File: config.mk
export PLATFORM = sky130hd
export DESIGN_NAME = comparator_688
export DESIGN_NICKNAME = d
export VERILOG_FILES = /design/src/rtl/comparator_688.sv
export SDC_FILE = /design/constraint.sdc
export NUM_CORES = 1
export LEC_CHECK = 0
export CAP_MARGIN = 40
export CORE_MARGIN = 4
export CORE_UTILIZATION = 26
export DETAILED_ROUTE_END_ITERATION = 10
export PLACE_DENSITY = 0.76
export SETUP_SLACK_MARGIN = 0.2
export SLEW_MARGIN = 10
export SYNTH_ARGS = -nofsm -noshare
export SYNTH_HDL_FRONTEND = slang
export SYNTH_SLANG_ARGS = --single-unit
File: constraint.sdc
create_clock -name clk -period 0.9 [get_ports clk]
set_input_delay 0.18 -clock clk [delete_from_list [all_inputs] [get_ports clk]]
set_output_delay 0.18 -clock clk [all_outputs]
set_load 0.05 [all_outputs]
File: src/rtl/comparator_688.sv
// comparator_688: 74x688-style identity comparator with registered status and edge pulses.
// Optional statistics counters are enabled by defining COMPARATOR_688_STATS_EN.
module comparator_688 #(
  parameter int WIDTH = 8
) (
  input  logic             clk,
  input  logic             reset,
  input  logic [WIDTH-1:0] a,
  input  logic [WIDTH-1:0] b,
  input  logic             ng,
`ifdef COMPARATOR_688_STATS_EN
  input  logic             clr_stats,
  output logic [15:0]      match_cnt,
  output logic [15:0]      event_cnt,
`endif
  output logic             neq,
  output logic [WIDTH-1:0] diff,
  output logic             neq_q,
  output logic [WIDTH-1:0] diff_q,
  output logic             eq_rise,
  output logic             eq_fall
);
  logic             w_neq;
  logic             r_neq_q;
  logic [WIDTH-1:0] r_diff_q;
  logic             r_eq_rise;
  logic             r_eq_fall;
  logic             r_first;
  // An if-statement (not a ternary) so an unknown condition falls to "unequal".
  always_comb begin
    w_neq = 1'b1;
    if (!ng && a == b) w_neq = 1'b0;
  end
  always_ff @(posedge clk) begin
    r_first   <= reset;
    r_neq_q   <= reset ? 1'b1 : w_neq;
    r_diff_q  <= reset ? '0 : a ^ b;
    r_eq_rise <= !reset && !r_first && r_neq_q && !w_neq;
    r_eq_fall <= !reset && !r_first && !r_neq_q && w_neq;
  end
`ifdef COMPARATOR_688_STATS_EN
  logic [15:0] r_match_cnt;
  logic [15:0] r_event_cnt;
  always_ff @(posedge clk) begin
    r_match_cnt <= (reset || clr_stats) ? 16'd0 :
                   (!r_neq_q && r_match_cnt != 16'hFFFF) ? r_match_cnt + 16'd1 : r_match_cnt;
    r_event_cnt <= (reset || clr_stats) ? 16'd0 :
                   (r_eq_rise && r_event_cnt != 16'hFFFF) ? r_event_cnt + 16'd1 : r_event_cnt;
  end
  assign match_cnt = r_match_cnt;
  assign event_cnt = r_event_cnt;
`endif
  assign neq     = w_neq;
  assign diff    = a ^ b;
  assign neq_q   = r_neq_q;
  assign diff_q  = r_diff_q;
  assign eq_rise = r_eq_rise;
  assign eq_fall = r_eq_fall;
endmodule

==> results.sh, run 1 <==
export IMPL_io_buffers=38
export IMPL_cts_setup_buffers=11
export IMPL_cts_root_buffer="clkbuf_4"
export IMPL_synth_top_family_by_area="simple AND/OR/NAND/NOR gates"
export IMPL_synth_simple_gate_area_share_pct=25.57
export IMPL_synth_fa_ha_area_share_pct=0
export IMPL_cts_buffers=3
export IMPL_postSynthCellCount=38
export IMPL_stop_stage="4_1_cts"
export IMPL_dpl_cell_area_sq_mm=0.001311
export IMPL_cts_resized=121
export IMPL_initial_core_util_pct=28.25
export IMPL_synthMuxAreaShare_pct=0
export IMPL_core_rowCount=14
export IMPL_syn_mean_instance_area_sq_um=11.46
export IMPL_ys_warn_count=0
export IMPL_cts_buffer_depth=2
export IMPL_ys_seq_elements=12
export IMPL_place_gp_congestion=0.6323
export IMPL_synth_nets=57
export IMPL_seq_area_frac_synth_pct=55.17
export IMPL_status="aborted with a tool error"
export IMPL_cts_max_level=1
export IMPL_firstError="[ERROR DPL-0038] Utilization greater than 100%, impossible to legalize"
export IMPL_io_pins=39
export IMPL_place_hpwl_mm=1.591
export IMPL_synth_compound_area_share_pct=1.437
export IMPL_die_x_um=48.92
export IMPL_chipHeight_um=48.92
export IMPL_synth_xor_area_share_pct=16.09
export IMPL_cts_sinks=12
export IMPL_cts_hold_buf=0
export IMPL_ys_types=12
export IMPL_syn_area_sq_um=435.4
==> metrics by stage <==
stage | setup WS (ns) | cells | hold slack, ns
floorplan | -0.3283 | 38 | 0.2077
global placement | -0.8110 | 104 | 0.4743
detailed placement | -0.8422 | 104 | 0.4987
==> cells in the mapped netlist <==
master / count / share of area (%)
inv_1: 1 / 0.86
nor3b_1: 1 / 1.7
clkbuf_1: 1 / 0.86
nor2b_1: 8 / 11
nor4_2: 2 / 5.7
and4_1: 1 / 2.0
nand3_1: 1 / 1.1
a31oi_1: 1 / 1.4
dfxtp_1: 12 / 55
nand4b_1: 1 / 2.0
xor2_1: 8 / 16
or3_1: 1 / 1.4
==> kinds of logic after synthesis <==
family | Yosys count
buffers and inverters | 2
AOI/OAI and AO/OA | 1
xor gates and xnor gates | 8
DFF | 12
and+or+nand+nor | 15
==> run 2, diff against run 1 <==
--- a/config.mk
+++ b/config.mk
@@ -6,11 +6,10 @@
 export NUM_CORES = 1
 export LEC_CHECK = 0
 export CAP_MARGIN = 40
-export CORE_MARGIN = 4
-export CORE_UTILIZATION = 26
+export CORE_AREA = 4 4 65 67
 export DETAILED_ROUTE_END_ITERATION = 10
-export PLACE_DENSITY = 0.76
-export SETUP_SLACK_MARGIN = 0.2
+export DIE_AREA = 0 0 69 71
+export PLACE_DENSITY_LB_ADDON = 0.15
 export SLEW_MARGIN = 10
 export SYNTH_ARGS = -nofsm -noshare
 export SYNTH_HDL_FRONTEND = slang
==> constraint.sdc (replaced) <==
create_clock -name clk -period 1.17 [get_ports clk]
set_input_delay 0.234 -clock clk [delete_from_list [all_inputs] [get_ports clk]]
set_output_delay 0.234 -clock clk [all_outputs]
set_load 0.05 [all_outputs]
==> run 2 against run 1 <==
Against the previous run: the flow now finishes, with violations (negative setup slack); synthesized cell count stayed put; synthesized area unchanged.
==> results.sh, run 2 <==
export IMPL_status="complete, but fails checks"
export IMPL_violations="negative setup slack"
export IMPL_cp_common_cell="buf_8"
export IMPL_layout_common_cells="buf_12 (19), buf_4 (14), dfxtp_1 (12)"
export IMPL_postSynthCellCount=38
export IMPL_cellPowerDensity_mw_per_mm2=1070
export IMPL_area_growth_pct=217.5
export IMPL_die_x_um=69
export IMPL_cts_buffer_depth=2
export IMPL_ff2ff_path_depth=2
export IMPL_max_slew_margin_pct=79.95
export IMPL_power_switching_share_pct=32.17
export IMPL_max_freq_ghz=0.7158
export IMPL_yosysTopAreaCellShare_pct=55.17
export IMPL_synth_top_flop_cell="dfxtp_1"
export IMPL_finalNonFillerCells=141
export IMPL_cp_slowest_cell="nor4_4"
export IMPL_p_leak_nw=0.5623
export IMPL_ant_nets=0
export IMPL_postSynth_asyncResetShare_pct=0
export IMPL_peakVddDrop_v=0.0005051
export IMPL_cts_tree="done"
export IMPL_final_common_cell="buf_12"
export IMPL_cell_internal_pwr_mw=1.003
export IMPL_synth_edf_count=0
export IMPL_setup_ws_ns=-0.2270
export IMPL_rsz0062_at_grt="yes"
export IMPL_ys_warn_count=0
export IMPL_min_path_cells=3
export IMPL_netSwitchingPower_uw=476.0
export IMPL_r2r_end="eq_fall"
export IMPL_slowest_delay_ns=0.26
export IMPL_diodes=0
export IMPL_drc=0
export IMPL_drtIter0Drc=3
export IMPL_final_layout_size_suffix_gt1_share_pct=69.89
export IMPL_cts_buffers=3
export IMPL_holdCritStartpoint="b[2]"
export IMPL_min_period_over_period_pct=119.4
export IMPL_coreArea_sq_mm=0.003633
export IMPL_ys_seq_elements=12
export IMPL_yosysMostFrequentCell="dfxtp_1"
export IMPL_fin_area_sq_mm=0.001383
export IMPL_cts_sinks=12
export IMPL_synth_nets=57
export IMPL_n_fill_cell=363
export IMPL_finalSetupViolations=1
export IMPL_grt_max_degree=11
export IMPL_initial_core_util_pct=11.98
export IMPL_p_comb_share_pct=45.2
export IMPL_antenna_found_initial=0
export IMPL_place_gp_congestion=0.6726
export IMPL_io_buffers=38
export IMPL_wl_mm=1.435
export IMPL_track_usage_pct=6.623
export IMPL_seqPwrFrac_pct=30.6
export IMPL_worst_slew_pin_slew_ns=0.2985
export IMPL_endpoint_kind="output port"
export IMPL_yosys_area_top_type="dfxtp_1"
export IMPL_cts_max_level=1
export IMPL_crit_arrival_ns=1.16
export IMPL_clkSlewWorstSetupHoldPaths_ns=0.05
export IMPL_cts_hold_buf=0
export IMPL_fin_crit_ns=1.397
export IMPL_grt_pass1_wl_mm=2.456
export IMPL_io_pins=39
export IMPL_core_rowCount=22
export IMPL_syn_area_sq_um=435.4
export IMPL_cts_root_buffer="clkbuf_8"
export IMPL_worstSetupStartpointType="input pin"
export IMPL_slew_viol_final=0
export IMPL_r2r_slack_ns=0.28
export IMPL_dpl_cell_area_sq_mm=0.001323
export IMPL_fin_nets=114
export IMPL_clockPowerShare_pct=24.2
export IMPL_seq_area_frac_synth_pct=55.17
export IMPL_wl_per_cell_um=10.18
export IMPL_hold_end="diff_q[2]"
export IMPL_cp_max_fo=2
export IMPL_cp_required_ns=0.94
export IMPL_syn_mean_instance_area_sq_um=11.46
export IMPL_clk_latency_ns=0.23
export IMPL_hp_class="input pin to register"
export IMPL_die_area_sq_mm=0.004899
export IMPL_drtPass1Iterations=2
export IMPL_chipHeight_um=71
export IMPL_vias=482
export IMPL_crit_type="input pin to output port"
export IMPL_synth_area_leaders="dfxtp_1 (55%), xor2_1 (16%), nor2b_1 (11%), nor4_2 (5.7%), and4_1 (2.0%)"
export IMPL_crit_family="buffers and inverters"
export IMPL_hold_viol=0
export IMPL_r2r_start="r_first"
export IMPL_synthTopCellsByCount="dfxtp_1 (12), nor2b_1 (8), xor2_1 (8)"
export IMPL_finalClockSkew_ns=0.0002469
export IMPL_grt_pass1_vias=551
export IMPL_largest_reg_flops=8
export IMPL_maxCapViolations=0
export IMPL_vias_per_cell=3.418
export IMPL_ys_types=12
export IMPL_path_cells="buf_8 -> xor2_4 -> nor4_4 -> buf_4 -> nand3_4 -> buf_8"
export IMPL_placedCellCount=134
export IMPL_place_hpwl_mm=1.222
export IMPL_worst_path_buf_inv=3
export IMPL_grt_overflow=0
-- run 2: cell counts after synthesis --
Identical to the previous run, type by type.
-- run 2: repair_timing --
action	in CTS	in global routing
resized for setup	72	12
setup endpoints to repair	12	6
pin swaps	7	5
buffers inserted	3	2
-- run 2: how the worst max path moves through the flow --
stage           to  from  cells after the start  slack (ns)
6_report       neq  a[6]                      6       -0.23
5_1_grt        neq  a[6]                      6       -0.26
4_1_cts        neq  a[6]                      6       -0.26
3_5_place_dp   neq  b[7]                      6       -0.72
3_3_place_gp   neq  b[7]                      6       -0.72
2_1_floorplan  neq  b[7]                      3       -0.17
-- run 2: logic make-up after synthesis --
kind of cell / count (synthesis) / synth area share (%)
xor gates and xnor gates: 8 / 16.09
buffers and inverters: 2 / 1.722
DFF: 12 / 55.17
AOI/OAI and AO/OA: 1 / 1.438
and+or+nand+nor: 15 / 25.58
-- run 2: final cells by class --
cell class                 count  area [sq um]  area share [%]
inverter                       1         3.754          0.2715
tap                           48         60.06           4.344
sequential                    12         240.2           17.38
clock buffer                   3         41.29           2.986
timing repair buffer          53         669.4           48.42
multi-input combinational     24         367.9           26.61
-- run 2: worst reg2reg max path, stage by stage, from the launching register on --
cell	delay [ns]
dfxtp_1	0.30
or3_1	0.37
a31oi_1	0.15
-- run 2: power groups by stage --
stage	registers (mW)	logic, mW	clock network [mW]
after floorplan	0.526	0.209	0
after global placement	0.460	0.664	0
after detailed placement	0.461	0.664	0
after CTS	0.453	0.665	0.379
after global routing	0.454	0.698	0.406
final	0.452	0.668	0.359
-- run 2: per-stage QoR --
step	hold WS, ns	TNS [ns]	total power, mW	worst slack (ns)	util [%]
floorplan	0.2617	-0.1666	0.7350	-0.1666	-
global placement	0.4970	-6.345	1.124	-0.7159	36.40
detailed placement	0.5063	-6.427	1.125	-0.7179	36.40
CTS	0.4582	-0.2640	1.496	-0.2640	37.47
global route	0.3888	-0.2740	1.558	-0.2642	38.05
finish	0.3863	-0.2270	1.479	-0.2270	38.05
-- run 2: metal layers --
metal	part of all wire, %	vias to the layer above	track usage, %
met5	0	-	0
met4	0.91	0	2.603
met3	14	2	5.540
met2	55	25	12.08
met1	29	226	5.026
li1	-	229	-
Power figures use the tool's default switching activity.
==> run 3, diff against run 2 <==
==> constraint.sdc (replaced) <==
create_clock -name clk -period 1.3 [get_ports clk]
set_input_delay 0.26 -clock clk [delete_from_list [all_inputs] [get_ports clk]]
set_output_delay 0.26 -clock clk [all_outputs]
set_load 0.05 [all_outputs]
==> run 3 against run 2 <==
Against the previous run: sequential cell count unchanged; clock power grew 13%; via count fell by 1.0%; register-to-register slack improved by 0.14 ns; cell count up 1.4%; critical path type unchanged; global-route usage rose by 0.29 points; the flow still finishes with violations (negative setup slack); non-clock buffer count up 1; sequential share of layout area is 0.094 points lower; die area unchanged; design area grew 0.54%; setup slack improved by 0.081 ns; routed wire length grew 2.9%.
==> results.sh, run 3 (synthesized netlist as in run 2, its figures left out) <==
export IMPL_cts_hold_buf=0
export IMPL_path_cells="buf_6 -> xor2_4 -> nor4_4 -> nand3_4 -> buf_8"
export IMPL_die_area_sq_mm=0.004899
export IMPL_finalClockSkew_ns=0.0002641
export IMPL_io_pins=39
export IMPL_setup_ws_ns=-0.1461
export IMPL_antenna_found_initial=0
export IMPL_grt_pass1_wl_mm=2.635
export IMPL_r2r_end="eq_fall"
export IMPL_grt_max_degree=8
export IMPL_fin_crit_ns=1.446
export IMPL_cts_root_buffer="clkbuf_8"
export IMPL_finalSetupViolations=1
export IMPL_final_layout_size_suffix_gt1_share_pct=70.53
export IMPL_grtUsageMet3_pct=3.551
export IMPL_cp_num_cells=5
export IMPL_maxCapViolations=0
export IMPL_core_rowCount=22
export IMPL_cp_required_ns=1.04
export IMPL_place_gp_congestion=0.6322
export IMPL_clkSlewWorstSetupHoldPaths_ns=0.05
export IMPL_drc=0
export IMPL_cellPowerDensity_mw_per_mm2=1011
export IMPL_ff2ff_path_depth=2
export IMPL_worst_slew_pin_slew_ns=0.3067
export IMPL_cts_max_level=1
export IMPL_coreArea_sq_mm=0.003633
export IMPL_crit_arrival_ns=1.19
export IMPL_drtIter0Drc=6
export IMPL_final_common_cell="buf_12"
export IMPL_grt_overflow=0
export IMPL_busiest_layer="met2"
export IMPL_endpoint="neq"
export IMPL_worstSetupStartpointType="input pin"
export IMPL_clk_latency_ns=0.24
export IMPL_crit_path_start="a[1]"
export IMPL_cts_sinks=12
export IMPL_cp_max_fo=2
export IMPL_min_period_over_period_pct=111.2
export IMPL_slowest_delay_ns=0.36
export IMPL_endpoint_kind="output port"
export IMPL_vias=477
export IMPL_grt_util_met1_pct=7.143
export IMPL_area_growth_pct=219.3
export IMPL_crit_type="input pin to output port"
export IMPL_ant_nets=0
export IMPL_largest_reg_flops=8
export IMPL_hp_class="input pin to register"
export IMPL_post_place_ws_ns=-0.6237
export IMPL_chipHeight_um=71
export IMPL_worst_path_buf_inv=2
export IMPL_grt_pass1_vias=567
export IMPL_tns_ns=-0.1461
export IMPL_violations="negative setup slack"
export IMPL_rsz0062_at_grt="yes"
export IMPL_io_buffers=38
export IMPL_r2r_slack_ns=0.42
export IMPL_r2r_start="r_first"
export IMPL_place_hpwl_mm=1.263
export IMPL_status="complete, but fails checks"
export IMPL_cts_buffers=3
export IMPL_drtPass1Iterations=2
export IMPL_die_x_um=69
export IMPL_crit_family="simple AND/OR/NAND/NOR gates"
export IMPL_hold_viol=0
export IMPL_p_leak_nw=0.5685
export IMPL_fin_nets=115
export IMPL_cts_buffer_depth=2
export IMPL_initial_core_util_pct=11.98
export IMPL_use_met2_pct=11.33
export IMPL_layout_common_cells="buf_12 (19), buf_4 (18), dfxtp_1 (12)"
export IMPL_wl_per_cell_um=10.33
export IMPL_max_freq_ghz=0.6915
export IMPL_max_slew_margin_pct=79.40
export IMPL_slew_viol_final=0
export IMPL_diodes=0
export IMPL_vias_per_cell=3.336
export IMPL_cts_tree="done"
export IMPL_peakVddDrop_v=0.0003384
export IMPL_wl_mm=1.477
export IMPL_cp_slowest_cell="nor4_4"
export IMPL_track_usage_pct=6.915
-- run 3: cell types whose count changed in the layout (fill, tap and decap cells not counted) --
cell	change
clkdlybuf4s15_2	+3
clkbuf_2	-1
buf_4	+4
buf_2	-1
clkbuf_8	+1
xor2_2	+1
buf_6	-3
xor2_4	-1
buf_8	-1
-- run 3: worst register-to-register path, stage by stage (launching register included) --
cell     delay [ns]
dfxtp_1        0.30
or3_1          0.37
a31oi_1        0.14
-- run 3: through the flow --
| stage | instances | hold slack (ns) | total power, mW | cell area (sq um) | utilization (%) |
|---|---|---|---|---|---|
| CTS | 144 | 0.4684 | 1.433 | 1398 | 38.46 |
| floorplan | 38 | 0.2877 | 0.6593 | 604.3 | - |
| finish | 143 | 0.4731 | 1.405 | 1390 | 38.26 |
| global route | 143 | 0.4795 | 1.473 | 1390 | 38.26 |
| global placement | 136 | 0.4930 | 1.015 | 1326 | 36.50 |
| detailed placement | 136 | 0.5005 | 1.016 | 1326 | 36.50 |
-- run 3: worst min-delay path by stage --
stage,start,end,depth (start not counted)
5_1_grt,b[7],diff_q[7],4
2_1_floorplan,reset,r_first,0
3_5_place_dp,r_first,eq_fall,2
6_report,b[7],diff_q[7],4
3_3_place_gp,r_first,eq_fall,2
4_1_cts,b[7],diff_q[7],4
-- run 3: final cells by class --
cell class                 count  area [sq um]
inverter                       1         3.754
fill                         361          2243
timing repair buffer          54         674.4
clock buffer                   4         55.05
sequential                    12         240.2
tap                           48         60.06
multi-input combinational     24         356.6
-- run 3: timing repair --
item,4_1_cts,5_1_grt
buffers inserted,5,0
setup endpoints to repair,12,4
pin swaps,7,0
resized for setup,75,0
-- run 3: metal layers --
metal	part of all wire [%]	up-vias	wire length, um
met2	53	26	788
li1	-	237	-
met1	34	210	505
met4	1.8	0	27
met3	11	4	156
met5	0	-	0
-- run 3: power by group --
group | leakage, nW | internal [mW] | switching [mW]
Sequential | 0.0993 | 0.390 | 0.0159
Clock | 0.0288 | 0.268 | 0.138
Combinational | 0.440 | 0.305 | 0.289
Total | 0.569 | 0.963 | 0.442
